## config.mk

```make
export PLATFORM = sky130hd
export DESIGN_NAME = dti_uart_rx_core
export DESIGN_NICKNAME = d
export VERILOG_FILES = /design/src/rtl/dti_uart_pkg.sv /design/src/rtl/dti_uart_sync_fifo.sv /design/src/rtl/dti_uart_rx_core.sv
export SDC_FILE = /design/constraint.sdc
export NUM_CORES = 1
export LEC_CHECK = 0
export ABC_AREA = 1
export BUFFER_PORTS_ARGS = -buffer_cell sky130_fd_sc_hd__buf_2
export CAP_MARGIN = 25
export CORE_ASPECT_RATIO = 0.7
export CORE_MARGIN = 1
export CORE_UTILIZATION = 49
export DETAILED_ROUTE_END_ITERATION = 8
export GPL_TIMING_DRIVEN = 1
export PLACE_DENSITY_LB_ADDON = 0.05
export RECOVER_POWER = 50
export SLEW_MARGIN = 20
export SYNTH_ARGS = -nofsm -noshare
export SYNTH_HDL_FRONTEND = slang
export SYNTH_SLANG_ARGS = --single-unit
```

## constraint.sdc

```tcl
create_clock -name clk -period 2.9 [get_ports clk]
set_input_delay 0.435 -clock clk [delete_from_list [all_inputs] [get_ports clk]]
set_output_delay 0.435 -clock clk [all_outputs]
set_load 0.005 [all_outputs]
```

## src/rtl/dti_uart_pkg.sv

```systemverilog
// dti_uart_pkg: shared UART receiver encodings, FSM states and FIFO entry layout
package dti_uart_pkg;
  localparam logic [1:0] DB5 = 2'd0;
  localparam logic [1:0] DB6 = 2'd1;
  localparam logic [1:0] DB7 = 2'd2;
  localparam logic [1:0] DB8 = 2'd3;
  typedef enum logic [2:0] {IDLE, START, DATA, PARITY, STOP1, STOP2} state_e;
  typedef struct packed {
    logic       parity_err;
    logic       frame_err;
    logic [7:0] data;
  } rx_entry_t;
  function automatic logic [2:0] last_bit(input logic [1:0] db);
    return db == DB5 ? 3'd4 : db == DB6 ? 3'd5 : db == DB7 ? 3'd6 : db == DB8 ? 3'd7 : 3'd7;
  endfunction
endpackage

```

## src/rtl/dti_uart_sync_fifo.sv

```systemverilog
// dti_uart_sync_fifo: show-ahead synchronous FIFO with level count and drop strobe
module dti_uart_sync_fifo #(
  parameter int WIDTH = 10,
  parameter int DEPTH = 8,
  localparam int AW = $clog2(DEPTH),
  localparam int LW = AW + 1
) (
  input  logic             clk,
  input  logic             reset_n,
  input  logic             push_i,
  input  logic [WIDTH-1:0] push_data_i,
  input  logic             pop_i,
  output logic [WIDTH-1:0] head_o,
  output logic             empty_o,
  output logic             full_o,
  output logic [LW-1:0]    level_o,
  output logic             drop_o
);
  logic [WIDTH-1:0] mem_q [DEPTH];
  logic [AW-1:0] rd_q, wr_q;
  logic [LW-1:0] level_q;
  logic do_push, do_pop;
  assign empty_o = level_q == '0;
  assign full_o = level_q == LW'(DEPTH);
  assign do_pop = pop_i && !empty_o;
  assign do_push = push_i && (!full_o || do_pop);
  assign drop_o = push_i && !do_push;
  assign level_o = level_q;
  assign head_o = empty_o ? '0 : mem_q[rd_q];
  always_ff @(posedge clk or negedge reset_n) begin
    if (!reset_n) begin
      rd_q <= '0;
      wr_q <= '0;
      level_q <= '0;
    end else begin
      rd_q <= rd_q + AW'(do_pop);
      wr_q <= wr_q + AW'(do_push);
      level_q <= level_q + LW'(do_push) - LW'(do_pop);
    end
  end
  always_ff @(posedge clk) begin
    if (do_push) mem_q[wr_q] <= push_data_i;
  end
endmodule

```

## src/rtl/dti_uart_rx_core.sv

```systemverilog
// dti_uart_rx_core: oversampling UART receiver with majority vote, parity/frame checks and receive FIFO
module dti_uart_rx_core
  import dti_uart_pkg::*;
#(
  parameter int CLK_FREQ = 100000000,
  parameter int BAUD_RATE = 9600,
  parameter int OVERSAMPLE = 16,
  parameter int FIFO_DEPTH = 8,
  parameter int RTS_LEVEL = FIFO_DEPTH - 1,
  localparam int LW = $clog2(FIFO_DEPTH) + 1
) (
  input  logic          clk,
  input  logic          reset_n,
  input  logic          rx,
  input  logic [1:0]    cfg_data_bits,
  input  logic          cfg_stop_bits,
  input  logic          cfg_parity_en,
  input  logic          cfg_parity_even,
  input  logic          rd_en,
  output logic [7:0]    rd_data,
  output logic          rd_parity_err,
  output logic          rd_frame_err,
  output logic          rx_empty,
  output logic          rx_full,
  output logic [LW-1:0] rx_level,
  output logic          overrun,
  input  logic          clr_overrun,
  output logic          rts_n
);
  localparam int DIV = CLK_FREQ / (BAUD_RATE * OVERSAMPLE);
  localparam int CW = $clog2(DIV + 1);
  localparam int SW = $clog2(OVERSAMPLE);
  state_e state_q, state_d;
  logic [1:0] sync_q, vote_q, db_q;
  logic [CW-1:0] cnt_q;
  logic [SW-1:0] smp_q;
  logic [2:0] bit_q;
  logic [7:0] data_q;
  logic prev_q, stop2_q, par_en_q, even_q, perr_q, ferr_q, overrun_q;
  logic rx_s, fall, tick, vote, maj, push, drop;
  rx_entry_t entry, head;
  assign rx_s = sync_q[1];
  assign fall = prev_q && !rx_s;
  assign tick = state_q != IDLE && cnt_q == CW'(DIV - 1);
  assign vote = tick && smp_q == SW'(OVERSAMPLE / 2 + 1);
  assign maj = (vote_q[1] & vote_q[0]) | (vote_q[1] & rx_s) | (vote_q[0] & rx_s);
  assign push = vote && ((state_q == STOP1 && !stop2_q) || state_q == STOP2);
  assign entry = '{parity_err: perr_q, frame_err: !maj || (state_q == STOP2 && ferr_q), data: data_q};
  always_comb begin
    state_d = state_q;
    unique case (state_q)
      IDLE:    state_d = fall ? START : IDLE;
      START:   state_d = vote ? (maj ? IDLE : DATA) : START;
      DATA:    state_d = vote && bit_q == last_bit(db_q) ? (par_en_q ? PARITY : STOP1) : DATA;
      PARITY:  state_d = vote ? STOP1 : PARITY;
      STOP1:   state_d = vote ? (stop2_q ? STOP2 : IDLE) : STOP1;
      STOP2:   state_d = vote ? IDLE : STOP2;
      default: state_d = IDLE;
    endcase
  end
  always_ff @(posedge clk or negedge reset_n) begin
    if (!reset_n) begin
      sync_q <= 2'b11;
      prev_q <= 1'b1;
      state_q <= IDLE;
      cnt_q <= '0;
      smp_q <= '0;
      vote_q <= '0;
      bit_q <= '0;
      data_q <= '0;
      db_q <= '0;
      stop2_q <= 1'b0;
      par_en_q <= 1'b0;
      even_q <= 1'b0;
      perr_q <= 1'b0;
      ferr_q <= 1'b0;
      overrun_q <= 1'b0;
    end else begin
      sync_q <= {sync_q[0], rx};
      prev_q <= rx_s;
      state_q <= state_d;
      cnt_q <= (tick || state_q == IDLE) ? '0 : cnt_q + CW'(1);
      smp_q <= state_q == IDLE ? '0 : tick ? (smp_q == SW'(OVERSAMPLE - 1) ? '0 : smp_q + SW'(1)) : smp_q;
      if (tick && (smp_q == SW'(OVERSAMPLE / 2 - 1) || smp_q == SW'(OVERSAMPLE / 2)))
        vote_q <= {vote_q[0], rx_s};
      if (state_q == START && vote && !maj) begin
        db_q <= cfg_data_bits;
        stop2_q <= cfg_stop_bits;
        par_en_q <= cfg_parity_en;
        even_q <= cfg_parity_even;
        bit_q <= '0;
        data_q <= '0;
        perr_q <= 1'b0;
      end
      if (state_q == DATA && vote) begin
        data_q[bit_q] <= maj;
        bit_q <= bit_q + 3'd1;
      end
      if (state_q == PARITY && vote) perr_q <= (^data_q ^ maj) == even_q;
      if (state_q == STOP1 && vote) ferr_q <= !maj;
      overrun_q <= drop || (overrun_q && !clr_overrun);
    end
  end
  dti_uart_sync_fifo #(.WIDTH($bits(rx_entry_t)), .DEPTH(FIFO_DEPTH)) u_fifo (
    .clk         (clk),
    .reset_n     (reset_n),
    .push_i      (push),
    .push_data_i (entry),
    .pop_i       (rd_en),
    .head_o      (head),
    .empty_o     (rx_empty),
    .full_o      (rx_full),
    .level_o     (rx_level),
    .drop_o      (drop)
  );
  assign rd_data = head.data;
  assign rd_parity_err = head.parity_err;
  assign rd_frame_err = head.frame_err;
  assign overrun = overrun_q;
  assign rts_n = rx_level >= LW'(RTS_LEVEL);
endmodule
```

# Yosys cells after proc, flatten, opt, wreduce, memory -nomap -nowiden
# Memories as Yosys holds them, arrays and structs flattened.
# Index checks and enable logic that the tools add are counted.
[totals]
ff_bits = 51
mem_bits_rw = 80
input_bits = 10
mem_count = 1
latchBits = 0
rom_bits = 0
[op_classes]
n_reduce_logical = 39
magnitude_cmp = 3
n_addsub = 7
n_eq_ne = 15
n_mul = 0
bitwise_logic = 6
shifts = 0
n_mux = 29
div_mod_pow = 0
[memory_table]
columns = ["memory", "depth", "width", "read_ports", "rd_ports_with_merged_regs", "wr", "line_no", "text"]
rows = [
  ["u_fifo.mem_q", 8, 10, 1, 0, 1, "dti_uart_sync_fifo.sv:19", "logic [WIDTH-1:0] mem_q [DEPTH];"],
]
[op_table]
columns = ["op", "count"]
rows = [
  ["two-way mux 3 bit", 8],
  ["two-way mux 10 bit", 2],
  ["logical AND 1 bit", 18],
  ["case mux 3 bit (6 select lines)", 1],
  ["== test 4 bit (second input constant)", 4],
  ["two-way mux 8 bit", 2],
  ["two-way mux 4 bit", 3],
  ["adder 10 x 1 -> 10 bit (second input constant)", 1],
  ["== test 10 bit (second input constant)", 1],
  ["bitwise mux 8 bit", 1],
  ["two-way mux 2 bit", 4],
  ["parity 8 bit", 1],
  ["logical NOT 1 bit", 7],
  ["two-way mux 1 bit", 7],
  ["adder 3 x 1 -> 3 bit", 2],
  ["== test 3 x 2 -> 1 bit (second input constant)", 2],
  ["== test 3 bit (second input constant)", 2],
  ["logical OR 1 bit", 6],
  ["nonzero test 2 bit", 3],
  ["adder 4 x 1 -> 4 bit", 1],
  ["adder 4 x 1 -> 4 bit (second input constant)", 1],
  ["== test 4 x 3 -> 1 bit (second input constant)", 1],
  ["greater-or-equal comparator 4 x 3 -> 1 bit (second input constant)", 1],
  ["logical NOT 4 bit", 1],
  ["other kinds (16)", 19],
]

# Longest topological paths before layout
[logic_depth]
ltp_word = 8
ltp_mapped = 13

# By module
# A second synthesis with hierarchy kept.
[unflattened]
cells_unflattened = 737
area_unflattened_um2 = 6570.1
[modules_own_cells]
columns = ["module", "seq_area_each_um2", "area_each_um2", "n_inst", "cells_per_inst"]
rows = [
  ["dti_uart_sync_fifo", 2652.5, 4108.9, 1, 413],
  ["dti_uart_rx_core", 1029.7, 2461.1, 1, 324],
]

# Least setup slack after synthesis
# OpenSTA, ideal clock, no wires.
[synth_timing]
path_type = "reg2reg"
from = "register u_fifo.level_q[2] (netlist: u_fifo.level_o[2])"
to = "memory u_fifo.mem_q[0][0] (enable)"
path_buffers = 0
t_arrival_ps = 2078
slack_ps = 432
stages_incl_launch_ff = 8
path_cell_list = "dfrtp_1 -> inv_1 -> ha_1 -> inv_1 -> nor3_1 -> o21ai_0 -> nand4_2 -> nor3_1"
[synth_via]
elab_chain_cells = 7
[synth_rtl]
columns = ["item", "line_no", "text"]
rows = [
  ["start, declared", "dti_uart_sync_fifo.sv:21", "logic [LW-1:0] level_q;"],
  ["start signal, assigned", "dti_uart_sync_fifo.sv:38", "level_q <= level_q + LW'(do_push) - LW'(do_pop);"],
  ["logical NOT 4 bit", "dti_uart_sync_fifo.sv:23", "assign empty_o = level_q == '0;"],
  ["named net rx_empty", "dti_uart_rx_core.sv:23", "output logic rx_empty,"],
  ["logical NOT 1 bit", "dti_uart_sync_fifo.sv:25", "assign do_pop = pop_i && !empty_o;"],
  ["logical AND 1 bit", "dti_uart_sync_fifo.sv:25", ""],
  ["logical OR 1 bit", "dti_uart_sync_fifo.sv:26", "assign do_push = push_i && (!full_o || do_pop);"],
  ["logical AND 1 bit", "dti_uart_sync_fifo.sv:26", ""],
  ["two-way mux 1 bit", "dti_uart_sync_fifo.sv:42", "if (do_push) mem_q[wr_q] <= push_data_i;"],
  ["two-way mux 1 bit (not written as such)", "dti_uart_sync_fifo.sv:42", ""],
  ["end, declared", "dti_uart_sync_fifo.sv:19", ""],
]
# The timed path passes the listed nets, and every way through them passes these cells.

# Worst setup path in the final report
[layout_timing]
from = "register u_fifo.rd_q[1]"
to = "output rd_data[7]"
[layout_via]
elab_chain_cells = 2
[layout_rtl]
columns = ["item", "line_no", "text"]
rows = [
  ["start, declared", "dti_uart_sync_fifo.sv:20", "logic [AW-1:0] rd_q, wr_q;"],
  ["start signal, assigned", "dti_uart_sync_fifo.sv:36", "rd_q <= rd_q + AW'(do_pop);"],
  ["memory read (8 x 10 bit)", "-", ""],
  ["two-way mux 10 bit", "dti_uart_sync_fifo.sv:29", "assign head_o = empty_o ? '0 : mem_q[rd_q];"],
  ["end, declared", "dti_uart_rx_core.sv:20", "output logic [7:0] rd_data,"],
]
# No other way between the ends.

==> impl_metrics.tcl <==
set metrics [dict create \
    outcome "complete, but fails checks" \
    violations "max-capacitance violations" \
    synth_top_area_share_pct 39.7 \
    grt_pass1_wl_um 21300 \
    path_clk_slew_ns 0.06 \
    power_leakage_uw 0.00306 \
    dpl.hpwl_um 9010 \
    fmax_ghz 0.385 \
    hold_viol 0 \
    synth_async_sr_flop_share_pct 38.9 \
    std_cell_rows 33 \
    path_max_fanout 20 \
    drtPass1Iterations 5 \
    ys_top_cells_by_area "edfxtp_1 (40%), dfrtp_1 (20%), nor2_1 (5.8%)" \
    cts_sinks 131 \
    worstSetupEndpointType "primary output" \
    post_dp_cell_area_sq_um 6410 \
    multi_input_area_sq_um 2040 \
    clk_latency_ns 0.41 \
    hold_depth 1 \
    tns_ns 0 \
    port_buffers 27 \
    fin_hold_ws_ns 0.119 \
    finalInstanceArea_sq_um 6980 \
    grt_use_total_pct 22.6 \
    antenna_found_initial 0 \
    ctsHtreeMaxLevel 4 \
    initial_core_util_pct 51.0 \
    p_per_area_nw_per_um2 821 \
    nFillCells 1001 \
    slew_violations 0 \
    r2r_end "u_fifo.level_o[1]" \
    final_cell_mix "nor2_1 (94), nand2_1 (83), edfxtp_1 (80)" \
    holdPathEnd "sync_q[0]" \
    cts_tree "built" \
    cts_max_path_buffers 2 \
    drt-total-wl_um 13100 \
    dp_slack_ns 0.550 \
    maxCapViolCount 1 \
    crit_type "flop to primary output" \
    r2r_slack_ns 0.47 \
    root_buffer "clkbuf_16" \
    nets 661 \
    fin_skew_ns 0.0110 \
    seq_area_frac_synth_pct 60.9 \
    mostFrequentLayoutCell "nor2_1" \
    synth_fp_nets 618 \
    netlist_instances 590 \
    r2r_cells 12 \
    ctsHoldBuffers 0 \
    ys_seq_elements 131 \
    cts.repair.resized 0 \
    ys.flop_type "edfxtp_1" \
    grt_setup_unrepaired "no" \
    drc 0 \
    die-width_um 135 \
    drt_iter0_markers 337 \
    setup_violations 0 \
    synth_edf_count 80 \
    seq_area_sq_um 3680 \
    peakVddDrop_v 0.000814 \
    grt_pass1_vias 4115 \
    r2r-start "cnt_q[0]" \
    synth_area_sq_um 6040 \
    min_path_type "input pin to flop" \
    syn_to_final_growth_pct 15.4 \
    arrival_ns 2.16 \
    grt.overflow.total 0 \
    required_ns 2.47 \
    drive_above_1_share_pct 15.2 \
    synth_top_area_cell "edfxtp_1" \
    grt_max_degree 42 \
    fin_crit_ns 2.60 \
    worst_slew_pin_slew_ns 1.50 \
    place_congestion 0.797 \
    fin_ws_ns 0.304 \
    dieArea_sq_um 12800 \
    io_pins 28 \
    min_from "rx" \
    cp-start-kind "flop" \
    fin_crit_sh_pct 89.5 \
    cts_buffers 17 \
    die_y_um 94.9 \
    maxSlewHeadroom_pct 0.0220 \
    viasPerCell 5.32 \
    drt.antenna.violating_nets 0 \
    netlist-cell-type-count 38 \
    cts_setup_buffers 0 \
    synth_area_per_cell_sq_um 10.2 \
    n_antenna_cell 0 \
    num_vias 4271 \
    coreArea_sq_um 11900 \
    ys_warn_count 0 \
    wl_per_cell_um 16.3 \
]
## kinds of logic after synthesis
group           count (synthesis)  synth area share (%)
compound gates                 99                  8.90
xor+xnor                       12                  1.74
fa+ha+maj                      18                  3.85
buf+inv                        81                  5.36
flops                         131                  60.9
simple gates                  249                  19.2
## cell usage after synthesis, types with 2 or more instances
library cell and number:
a21oi_1 10, a31oi_1 11, buf_2 4, buf_6 2
clkbuf_1 13, dfrtp_1 48, dfstp_2 3, edfxtp_1 80
ha_1 17, inv_1 54, inv_2 7, nand2_1 83
nand3_1 21, nand3_2 2, nand4_1 15, nand4_2 3
nor2_1 93, nor2_2 2, nor2_4 4, nor3_1 18
o211ai_1 2, o21ai_0 58, o21ai_1 2, o22ai_1 14
xnor2_1 9, xor2_1 3
## how the worst max path moves through the flow
| stage | startpoint | endpoint | slack [ns] | depth (start not counted) |
|---|---|---|---|---|
| after global routing | u_fifo.rd_q[1] | rd_data[7] | 0.11 | 6 |
| after CTS | u_fifo.rd_q[1] | rd_data[7] | 0.31 | 6 |
| after detailed placement | cnt_q[0] | u_fifo.mem_q[0][8] | 0.55 | 10 |
| after floorplan | u_fifo.level_o[2] | u_fifo.mem_q[0][0] | 0.43 | 7 |
| after global placement | u_fifo.level_o[2] | u_fifo.level_o[1] | 0.62 | 12 |
| final | u_fifo.rd_q[1] | rd_data[7] | 0.30 | 6 |
## routing by layer
layer | track usage [%] | vias to the layer above | wire, um
li1 | - | 2104 | -
met3 | 4.24 | 11 | 548
met5 | 0 | - | 0
met2 | 32.7 | 111 | 5570
met1 | 34.1 | 2045 | 6840
met4 | 7.49 | 0 | 107
## per-stage QoR
| stage | util (%) | power [uW] | cells |
|---|---|---|---|
| after floorplan | - | 3170 | 590 |
| after global placement | 54.1 | 3650 | 771 |
| after detailed placement | 54.1 | 3670 | 771 |
| after CTS | 59.0 | 5770 | 803 |
| after global routing | 58.9 | 6070 | 803 |
| final | 58.9 | 5730 | 803 |
## state kept, by name, indices dropped and copies added (netlist names)
name,cells
u_fifo.mem_q,80
cnt_q,10
data_q,8
smp_q,4
u_fifo.level_o,4
bit_q,3
state_q,3
u_fifo.rd_q,3
u_fifo.wr_q,3
db_q,2
sync_q,2
vote_q,2
even_q,1
ferr_q,1
overrun,1
par_en_q,1
perr_q,1
prev_q,1
stop2_q,1
## cell type report
| cell class | instances | share of cell area, % |
|---|---|---|
| Sequential cell | 131 | 52.8 |
| Multi-Input combinational cell | 378 | 29.2 |
| Clock buffer | 17 | 6.10 |
| Timing Repair Buffer | 44 | 3.62 |
| Inverter | 61 | 3.28 |
| Tap cell | 157 | 2.82 |
| Clock inverter | 15 | 2.24 |
## critical path, stage by stage (launching register included)
cell     delay (ns)
dfrtp_1        0.37
inv_1          0.45
o21ai_0        0.25
o22ai_1        0.18
o21ai_0        0.11
a31oi_1        0.22
buf_2          0.15
## power breakdown
group / internal (uW) / leakage [uW] / switching, uW
Sequential: 2060 / 0.00153 / 92.2
Combinational: 550 / 0.00125 / 933
Clock: 1270 / 0.000285 / 821
(Power assumes the default switching activity.)
